[src/rtl/preadder_seq.sv]
// preadder_seq: multi-cycle FP32 add/sub pre-adder sequencer.
// Accepts one operand pair and unpacks both mantissas to 28 bits.
// It aligns the smaller-exponent mantissa SHIFT_STEP bits per cycle, keeping a sticky bit.
// It then orders the two mantissas by magnitude and resolves the result sign.
// Optional build macro PREADDER_SEQ_FTZ_EN flushes subnormal inputs to signed zero at accept.
module preadder_seq #(
  parameter int SHIFT_STEP = 1,
  parameter int MAX_SHIFT  = 27
) (
  input  logic        clk,
  input  logic        rst_n,
  input  logic        in_valid,
  output logic        in_ready,
  input  logic [31:0] op_a,
  input  logic [31:0] op_b,
  input  logic        sub,
  output logic        out_valid,
  input  logic        out_ready,
  output logic        sign,
  output logic [7:0]  exp,
  output logic [27:0] mantis_great,
  output logic [27:0] mantis_small,
  output logic        special,
  output logic        nan,
  output logic        busy
);

  localparam int CW = $clog2(MAX_SHIFT + SHIFT_STEP + 1);
  localparam logic [CW-1:0] STEP_C      = CW'(SHIFT_STEP);
  localparam logic [CW-1:0] MAX_SHIFT_C = CW'(MAX_SHIFT);
  localparam logic [7:0]    MAX_SHIFT_8 = 8'(MAX_SHIFT);

  typedef enum logic [1:0] {IDLE, ALIGN, CMP, DONE} state_t;

  state_t state_reg, state_next;

  // Operand unpack, index 0 = A, 1 = B (B carries the effective sign after sub).
  logic [31:0] op_w   [2];
  logic        sgn_w  [2];
  logic [7:0]  exp_w  [2];
  logic [7:0]  eff_w  [2];
  logic [22:0] frac_w [2];
  logic [27:0] mant_w [2];
  logic        nan_w  [2];
  logic        inf_w  [2];

  assign op_w[0] = op_a;
  assign op_w[1] = op_b;

  generate
    for (genvar gi = 0; gi < 2; gi++) begin : g_unpack
      assign sgn_w[gi] = op_w[gi][31] ^ ((gi == 1) && sub);
      assign exp_w[gi] = op_w[gi][30:23];
`ifdef PREADDER_SEQ_FTZ_EN
      assign frac_w[gi] = (exp_w[gi] == 8'd0) ? 23'd0 : op_w[gi][22:0];
`else
      assign frac_w[gi] = op_w[gi][22:0];
`endif
      // Subnormals and zero behave as exponent 1 with no hidden bit.
      assign eff_w[gi]  = (exp_w[gi] == 8'd0) ? 8'd1 : exp_w[gi];
      assign mant_w[gi] = {1'b0, (exp_w[gi] != 8'd0), frac_w[gi], 3'b000};
      assign nan_w[gi]  = (exp_w[gi] == 8'hFF) && (frac_w[gi] != 23'd0);
      assign inf_w[gi]  = (exp_w[gi] == 8'hFF) && (frac_w[gi] == 23'd0);
    end
  endgenerate

  logic          is_special;
  logic          nan_res;
  logic          sign_special;
  logic          a_ge;
  logic [7:0]    exp_diff;
  logic [CW-1:0] shift_cnt;

  assign is_special   = (exp_w[0] == 8'hFF) || (exp_w[1] == 8'hFF);
  assign nan_res      = nan_w[0] || nan_w[1] || (inf_w[0] && inf_w[1] && (sgn_w[0] != sgn_w[1]));
  assign sign_special = nan_res ? 1'b0 : (inf_w[0] ? sgn_w[0] : sgn_w[1]);
  // On an exponent tie A stays fixed and B goes through the shifter.
  assign a_ge         = (eff_w[0] >= eff_w[1]);
  assign exp_diff     = a_ge ? (eff_w[0] - eff_w[1]) : (eff_w[1] - eff_w[0]);
  assign shift_cnt    = (exp_diff >= MAX_SHIFT_8) ? MAX_SHIFT_C : exp_diff[CW-1:0];

  // Working registers.
  logic [27:0]   fix_reg;
  logic [27:0]   sh_reg;
  logic          sign_fix_reg;
  logic          sign_sh_reg;
  logic [CW-1:0] rem_reg;
  logic          cap_reg;
  logic          sign_reg;
  logic [7:0]    exp_reg;
  logic [27:0]   great_reg;
  logic [27:0]   small_reg;
  logic          special_reg;
  logic          nan_reg;

  // One sticky-preserving alignment step: every bit shifted out is ORed into bit 0.
  logic [CW-1:0] step_amt;
  logic [27:0]   lost_mask;
  logic [27:0]   sh_step;

  assign step_amt  = (rem_reg > STEP_C) ? STEP_C : rem_reg;
  assign lost_mask = (28'd1 << step_amt) - 28'd1;
  assign sh_step   = (sh_reg >> step_amt) | {27'd0, |(sh_reg & lost_mask)};

  // State register.
  always_ff @(posedge clk or negedge rst_n) begin
    if (!rst_n) begin
      state_reg <= IDLE;
    end else begin
      state_reg <= state_next;
    end
  end

  // Next-state logic.
  always_comb begin
    state_next = state_reg;
    unique case (state_reg)
      IDLE:    if (in_valid) state_next = is_special ? DONE : ALIGN;
      ALIGN:   if (rem_reg == '0) state_next = CMP;
      CMP:     state_next = DONE;
      DONE:    if (out_ready) state_next = IDLE;
      default: state_next = IDLE;
    endcase
  end

  // Datapath: load at accept, shift in ALIGN, order and sign in CMP.
  always_ff @(posedge clk or negedge rst_n) begin
    if (!rst_n) begin
      fix_reg      <= '0;
      sh_reg       <= '0;
      sign_fix_reg <= 1'b0;
      sign_sh_reg  <= 1'b0;
      rem_reg      <= '0;
      cap_reg      <= 1'b0;
      sign_reg     <= 1'b0;
      exp_reg      <= '0;
      great_reg    <= '0;
      small_reg    <= '0;
      special_reg  <= 1'b0;
      nan_reg      <= 1'b0;
    end else begin
      unique case (state_reg)
        IDLE: begin
          if (in_valid) begin
            if (is_special) begin
              special_reg <= 1'b1;
              nan_reg     <= nan_res;
              sign_reg    <= sign_special;
              exp_reg     <= 8'hFF;
              great_reg   <= '0;
              small_reg   <= '0;
            end else begin
              special_reg <= 1'b0;
              nan_reg     <= 1'b0;
              exp_reg     <= a_ge ? eff_w[0] : eff_w[1];
              rem_reg     <= shift_cnt;
              cap_reg     <= (exp_diff >= MAX_SHIFT_8);
              if (a_ge) begin
                fix_reg      <= mant_w[0];
                sign_fix_reg <= sgn_w[0];
                sh_reg       <= mant_w[1];
                sign_sh_reg  <= sgn_w[1];
              end else begin
                fix_reg      <= mant_w[1];
                sign_fix_reg <= sgn_w[1];
                sh_reg       <= mant_w[0];
                sign_sh_reg  <= sgn_w[0];
              end
            end
          end
        end
        ALIGN: begin
          if (rem_reg == '0) begin
            // A capped shift leaves only the sticky bit of the small operand.
            if (cap_reg) sh_reg <= {27'd0, |sh_reg};
          end else begin
            sh_reg  <= sh_step;
            rem_reg <= rem_reg - step_amt;
          end
        end
        CMP: begin
          if (fix_reg > sh_reg) begin
            great_reg <= fix_reg;
            small_reg <= sh_reg;
            sign_reg  <= sign_fix_reg;
          end else if (fix_reg < sh_reg) begin
            great_reg <= sh_reg;
            small_reg <= fix_reg;
            sign_reg  <= sign_sh_reg;
          end else begin
            // Equal magnitudes cancel to +0 unless both signs agree.
            great_reg <= fix_reg;
            small_reg <= sh_reg;
            sign_reg  <= sign_fix_reg & sign_sh_reg;
          end
        end
        default: ;
      endcase
    end
  end

  assign in_ready     = (state_reg == IDLE);
  assign busy         = (state_reg != IDLE);
  assign out_valid    = (state_reg == DONE);
  assign sign         = sign_reg;
  assign exp          = exp_reg;
  assign mantis_great = great_reg;
  assign mantis_small = small_reg;
  assign special      = special_reg;
  assign nan          = nan_reg;

endmodule

[config.mk]
export PLATFORM = sky130hd
export DESIGN_NAME = preadder_seq
export DESIGN_NICKNAME = d
export VERILOG_FILES = /design/src/rtl/preadder_seq.sv
export SDC_FILE = /design/constraint.sdc
export NUM_CORES = 1
export LEC_CHECK = 0
export CAP_MARGIN = 0
export CORE_ASPECT_RATIO = 1.25
export CORE_MARGIN = 4
export CORE_UTILIZATION = 50
export DETAILED_ROUTE_END_ITERATION = 16
export DONT_BUFFER_PORTS = 1
export HOLD_SLACK_MARGIN = 0.03
export PLACE_DENSITY = 0.79
export SETUP_SLACK_MARGIN = 0.5
export SLEW_MARGIN = 20
export SYNTH_ARGS = -nofsm -noshare
export SYNTH_HDL_FRONTEND = slang
export SYNTH_SLANG_ARGS = --single-unit
[constraint.sdc]
create_clock -name clk -period 2.2 [get_ports clk]
set_input_delay 0.44 -clock clk [delete_from_list [all_inputs] [get_ports clk]]
set_output_delay 0.44 -clock clk [all_outputs]
set_load 0.05 [all_outputs]
Word level (Yosys, flattened, before mapping). Index checks and enable logic that the tools add are counted. W data, S select, Z words.

Input port bits: 69. Output and inout port bits: 70. Word-level logic and storage cells: 114. Flip-flop bits (word level): 133.

Shift-type cells: 2. Reductions and logical operators: 30. Bitwise logic cells: 5. Magnitude comparators: 5. Add/sub/neg operators: 4. Mux-type cells: 42. Equal/unequal tests: 13.

Operators with widths (number): $mux W28 (10); $pmux W28 S2 (3); $reduce_or A28 Y1 (2); $mux W27 (2); $logic_not A23 Y1 (2); $reduce_bool A23 Y1 (2); $mux W8 (5); $and A28 B28 Y28 (1); $gt A28 B28 Y1 (1); $lt A28 B28 Y1 (1); $or A28 B1 Y28 (1); $shl A1 B5 Y28 const A (1); $shr A28 B5 Y28 (1); $sub A28 B1 Y28 const B (1); $mux W5 (5); $eq A8 B8 Y1 const B (2); $logic_not A8 Y1 (2); $reduce_bool A8 Y1 (2); $sub A8 B8 Y8 (2); $mux W1 (10); $pmux W5 S2 (1); $reduce_and A3 Y1 (3); $ge A8 B5 Y1 const B (1); $ge A8 B8 Y1 (1); other kinds (21) (39).

Depth between registers and ports, before layout.
Depth in word-level cells: 9. Gate-level depth with buffers: 15. Depth with buffers taken out: 15.

Worst setup path before layout. OpenSTA, ideal clock, no wires.

Path type: in2reg. From: in op_a[27]. To: reg rem_reg[2]. Arrival: 3.103 ns. Data required time: 2.074 ns. Slack: -1.030 ns. Library setup time: 0.126 ns. Buffers on the path: 1. Stages on the path: 14. Cells stage by stage: or4_1 -> nor2_1 -> nor2_1 -> ha_1 -> inv_1 -> fa_1 -> a21o_1 -> o21ai_2 -> a32oi_4 -> buf_8 -> mux2i_4 -> xor2_2 -> a31oi_2 -> a221o_1.

Word-level cells in the longest chain between the ends: 9. Elaborated cells between the ends (all ways): 15. Those cells by class: add/sub (2); order compare (2); eq/ne (2); mux (6); reduce/logical (3).

Ends and longest elaborated chain: start, declared (RTL line 14) `input logic [31:0] op_a,`; $logic_not A8 Y1 (RTL line 60) `assign eff_w[gi] = (exp_w[gi] == 8'd0) ? 8'd1 : exp_w[gi];`; $mux W8 (RTL line 60); $sub A8 B8 Y8 or $ge A8 B8 Y1 (tied branches) (RTL line 79, 78); $mux W8 (RTL line 79) `assign exp_diff = a_ge ? (eff_w[0] - eff_w[1]) : (eff_w[1] - eff_w[0]);`; $ge A8 B5 Y1 (RTL line 80) `assign shift_cnt = (exp_diff >= MAX_SHIFT_8) ? MAX_SHIFT_C : exp_diff[CW-1:0];`; $mux W5 (RTL line 80); $mux W5 (RTL line 145) `if (is_special) begin`; $mux W5 (RTL line 144) `if (in_valid) begin`; $pmux W5 S2 (RTL line 142) `unique case (state_reg)`; end signal, assigned (RTL line 156) `rem_reg <= shift_cnt;`; end signal, assigned (RTL line 178) `rem_reg <= rem_reg - step_amt;`; end, declared (RTL line 87) `logic [CW-1:0] rem_reg;`.

Parallel ways exist; a longest one is shown, timed or not. The select of a mux whose other input is x is not followed. A chain may end at the register's enable or synchronous reset.

Worst setup path in the final report.
From: in op_a[23]. To: reg sh_reg[21].

Word-level cells in the longest chain between the ends: 7. Elaborated cells between the ends (all ways): 11. Those cells by class: order compare (1); eq/ne (2); mux (5); reduce/logical (3).

Ends and longest elaborated chain: $logic_not A8 Y1 (RTL line 60); $mux W8 (RTL line 60); $ge A8 B8 Y1 (RTL line 78) `assign a_ge = (eff_w[0] >= eff_w[1]);`; $mux W27 (RTL line 158) `if (a_ge) begin`; $mux W28 (RTL line 145); $mux W28 (RTL line 144); $pmux W28 S2 (RTL line 142); end signal, assigned (RTL line 161) `sh_reg <= mant_w[1];`; end signal, assigned (RTL line 166) `sh_reg <= mant_w[0];`; end signal, assigned (RTL line 175) `if (cap_reg) sh_reg <= {27'd0, |sh_reg};`; end, declared (RTL line 84) `logic [27:0] sh_reg;`.

Parallel ways exist; a longest one is shown, timed or not. The select of a mux whose other input is x is not followed.

==> implementation parameters <==
Parameter                              Value

Layout
  Footprint of the multi-input gates    approximately 0.0050 mm²
  # diodes    0
  Relative area change from synthesis to final layout    47.63%
  Number of fillers in the final layout    822
  Register Area    0.003229 mm²
  Most frequent standard cell in the layout excluding fill and tap cells    sky130_fd_sc_hd__dfrtp_1
  Ratio of cells with drive above 1 in the final layout    a little over a third
  Commonest cells after routing, fill and taps aside    sky130_fd_sc_hd__dfrtp_1, sky130_fd_sc_hd__buf_4, sky130_fd_sc_hd__o21ai_1, sky130_fd_sc_hd__nand2_1
  Layout net count    1117

Yosys
  Mux share of post-synthesis cell area    around an eighth
  Post-synth net total    965
  Portion of the post-synthesis area used by sequential elements    41.18%
  Flip-flop cell with the highest count after synthesis    sky130_fd_sc_hd__dfrtp_1
  Complex-gate fraction of the synthesized area    17.67%
  Fraction of the mapped netlist area in adder cells    7.694%
  Combinational family with the most area after synthesis    compound AO/OA/AOI/OAI gates
  Mapped cell area    0.007839 mm²
  Synth async-reset ratio    100.0%
  Number of distinct library cell variants in the gate-level netlist after synthesis    62
  Post-synthesis instance total    849
  Yosys synthesis warning count    0
  Register bit count reported by yosys    129
  Number of flops mapped to enable cells by yosys    0
  Post-Synth Simple-Gate Area    between 10% and 20%
  Mean instance size in the synthesized netlist    9.233 µm²
  Xor-xnor portion of the synthesized cell area    0.8779%

Floorplan
  Initial core utilization    51.56%
  Chip width    120.0 µm
  Floorplan Core Area    0.01520 mm²
  Number of rows in the core area    50
  Number of top-level pins    139
  Die outline area    0.01776 mm²
  Die Ht    148.0 µm

Hold path
  Worst Hold Class    in2async

Global routing
  Leftover overflow at the end of global routing    0
  Pin count of the biggest net entering global routing    130
  Gr usage total    32.91%
  Number of antenna violations at the first check in global routing    1
  Wire length of the first global-routing pass    45270 µm
  Vias in the first global route    between 8000 and 9000

Setup path
  Critical path buffer and inverter count    5
  Critical path arrival    3.26 ns
  Kind of start point of the critical path    input port
  Endpoint type of the worst setup path    flop
  Cell Chain, Critical Path    or4_4 -> nor2_4 -> nor2_4 -> ha_4 -> inv_2 -> fa_2 -> a21o_1 -> o21ai_2 -> a32oi_4 -> buf_6 -> buf_16 -> buf_12 -> buf_16 -> mux2i_1 -> nor2_1 -> a31oi_1 -> o21ai_1
  Slowest CP cell    sky130_fd_sc_hd__or4_4
  Top Family by Delay on Critical Path    compound AO/OA/AOI/OAI gates
  Slowest Stage Delay on Critical Path    around 0.53 ns
  Path type of the worst setup path    in2reg
  Critical Path RT    2.50 ns
  Top fanout value on the critical path    6

Timing
  Worst slew pin tran    between 1 and 1.5 ns
  Worst setup margin    -0.7586 ns
  Slew margin rel.    between 10% and 20%
  Share of the clock period used by the worst path    134.5%
  Clock skew    0.009354 ns
  Count of final setup violators    120
  Fin crit period    2.959 ns
  Setup repair after global routing missed its margin    true
  Final total negative setup slack    -53.69 ns
  Fmax achieved    ~340 MHz
  Endpoints failing hold    129
  Fin Hold WS    -0.2987 ns
  Final slew viol count    0

Clocking
  Clock-pin slew on the worst setup and hold paths    0.06 ns
  Root Buffer    sky130_fd_sc_hd__clkbuf_16
  Clock net sink count    129
  CTS H-tree depth    4
  CTS Buffer Depth    2
  TritonCTS clock tree    yes
  Clock Latency Late Sink    0.44 ns
  Number of clock buffers inserted by TritonCTS    17

Placement
  GP Congestion    0.9103
  Total of buffers placed on input and output ports    0
  Detailed-placement wirelength estimate    17230 µm

Routing
  Via-to-Cell Ratio    6.873
  Mean routed wirelength per cell    between 20 and 30 µm
  Remaining routing DRC violations    0
  Final wirelength    33230 µm
  TritonRoute pass-1 iters    9
  Routed vias    about 8400
  DRC marker count from the first detailed-route iteration    1396
  Antenna Nets Post-Route    0

Run status
  Violated checks    negative hold slack, negative setup slack
  Run status    complete, but fails checks

Job
  Number of maximum-capacitance violations    0

Power and ir drop
  PnR Total Power    21.94 mW
  Leakage power summed over all cells    approximately 5.1 nW
  Worst vdd rail ir drop    967.0 µV
  Power per standard cell area    1896 mW/mm²
[layer usage]
metal	GRT usage (%)	up-vias	wire length [µm]
met2	54.40	788	15450
li1	-	3323	-
met3	11.75	277	4332
met1	35.81	4009	10640
met4	20.69	2	2794
met5	0	-	12
[what timing repair did]
action                     4_1_cts  5_1_grt
pin swaps                       61       47
hold endpoints to repair       129      129
resized for setup              135      111
setup endpoints to repair      129      130
buffers inserted                37       23
cloned                          15        3
[stage by stage]
stage               cells  setup slack, ns  area, µm²  util, %
global placement     1112           -1.142       8899    58.54
detailed placement   1112           -1.208       8899    58.54
global route         1222          -0.7661      11570    76.12
CTS                  1196          -0.6213      10810    71.12
floorplan             849          -0.9662       8010        -
finish               1222          -0.7586      11570    76.12
[layout make-up]
type                    instances  area share, %
clock buffers                  20          3.860
clock inverters                12          1.989
inverters                      51          1.784
multi-input cells             609          43.02
flip-flops and latches        129          27.91
well taps                     208          2.249
repair buffers                193          19.19
[final timing paths]
kind | startpoint | to | slack, ns | depth (start not counted)
max | op_a[23] | sh_reg[21] | -0.76 | 17
min | rst_n | state_reg[0] | -0.30 | 0
max reg2reg | fix_reg[3] | sign | -0.71 | 6
min reg2reg | cap_reg | cap_reg | 0.62 | 2
max in group asynchronous | rst_n | rem_reg[4] | 2.21 | 0
min in group clk | op_a[24] | exp[1] | 0.18 | 2
[cell families after synthesis]
| kind of cell | count (synthesis) |
|---|---|
| simple gates | 223 |
| mux | 102 |
| compound gates | 230 |
| xor+xnor | 7 |
| buf+inv | 111 |
| fa+ha+maj | 47 |
| flops | 129 |
[power breakdown]
| group | internal [mW] | total [mW] | switching [mW] |
|---|---|---|---|
| clock network | 2.16 | 3.33 | 1.16 |
| logic | 6.29 | 12.6 | 6.29 |
| registers | 3.38 | 6.03 | 2.66 |
[cell usage after synthesis, types with 3 or more instances]
master | instances | area share, %
sky130_fd_sc_hd__buf_6 | 3 | 0.43
sky130_fd_sc_hd__nor2_1 | 71 | 3.4
sky130_fd_sc_hd__a31oi_1 | 13 | 1.0
sky130_fd_sc_hd__mux2i_1 | 100 | 13
sky130_fd_sc_hd__buf_4 | 5 | 0.48
sky130_fd_sc_hd__buf_2 | 10 | 0.64
sky130_fd_sc_hd__nand2b_1 | 3 | 0.24
sky130_fd_sc_hd__nor3_1 | 7 | 0.45
sky130_fd_sc_hd__ha_1 | 45 | 7.2
sky130_fd_sc_hd__nor4_1 | 21 | 1.7
sky130_fd_sc_hd__nand4_1 | 13 | 1.0
sky130_fd_sc_hd__a211oi_1 | 3 | 0.29
sky130_fd_sc_hd__and2_1 | 3 | 0.24
sky130_fd_sc_hd__o21ai_1 | 81 | 5.2
sky130_fd_sc_hd__a22oi_1 | 18 | 1.7
sky130_fd_sc_hd__nand2_1 | 82 | 3.9
sky130_fd_sc_hd__a22o_1 | 9 | 1.0
sky130_fd_sc_hd__o21ai_0 | 17 | 1.1
sky130_fd_sc_hd__inv_1 | 50 | 2.4
sky130_fd_sc_hd__xnor2_1 | 4 | 0.45
sky130_fd_sc_hd__or4_1 | 4 | 0.38
sky130_fd_sc_hd__a21oi_1 | 61 | 3.9
sky130_fd_sc_hd__dfrtp_1 | 129 | 41
sky130_fd_sc_hd__clkbuf_1 | 40 | 1.9
sky130_fd_sc_hd__a21o_1 | 9 | 0.86
sky130_fd_sc_hd__nand3_1 | 5 | 0.32
(Power assumes the default switching activity.)
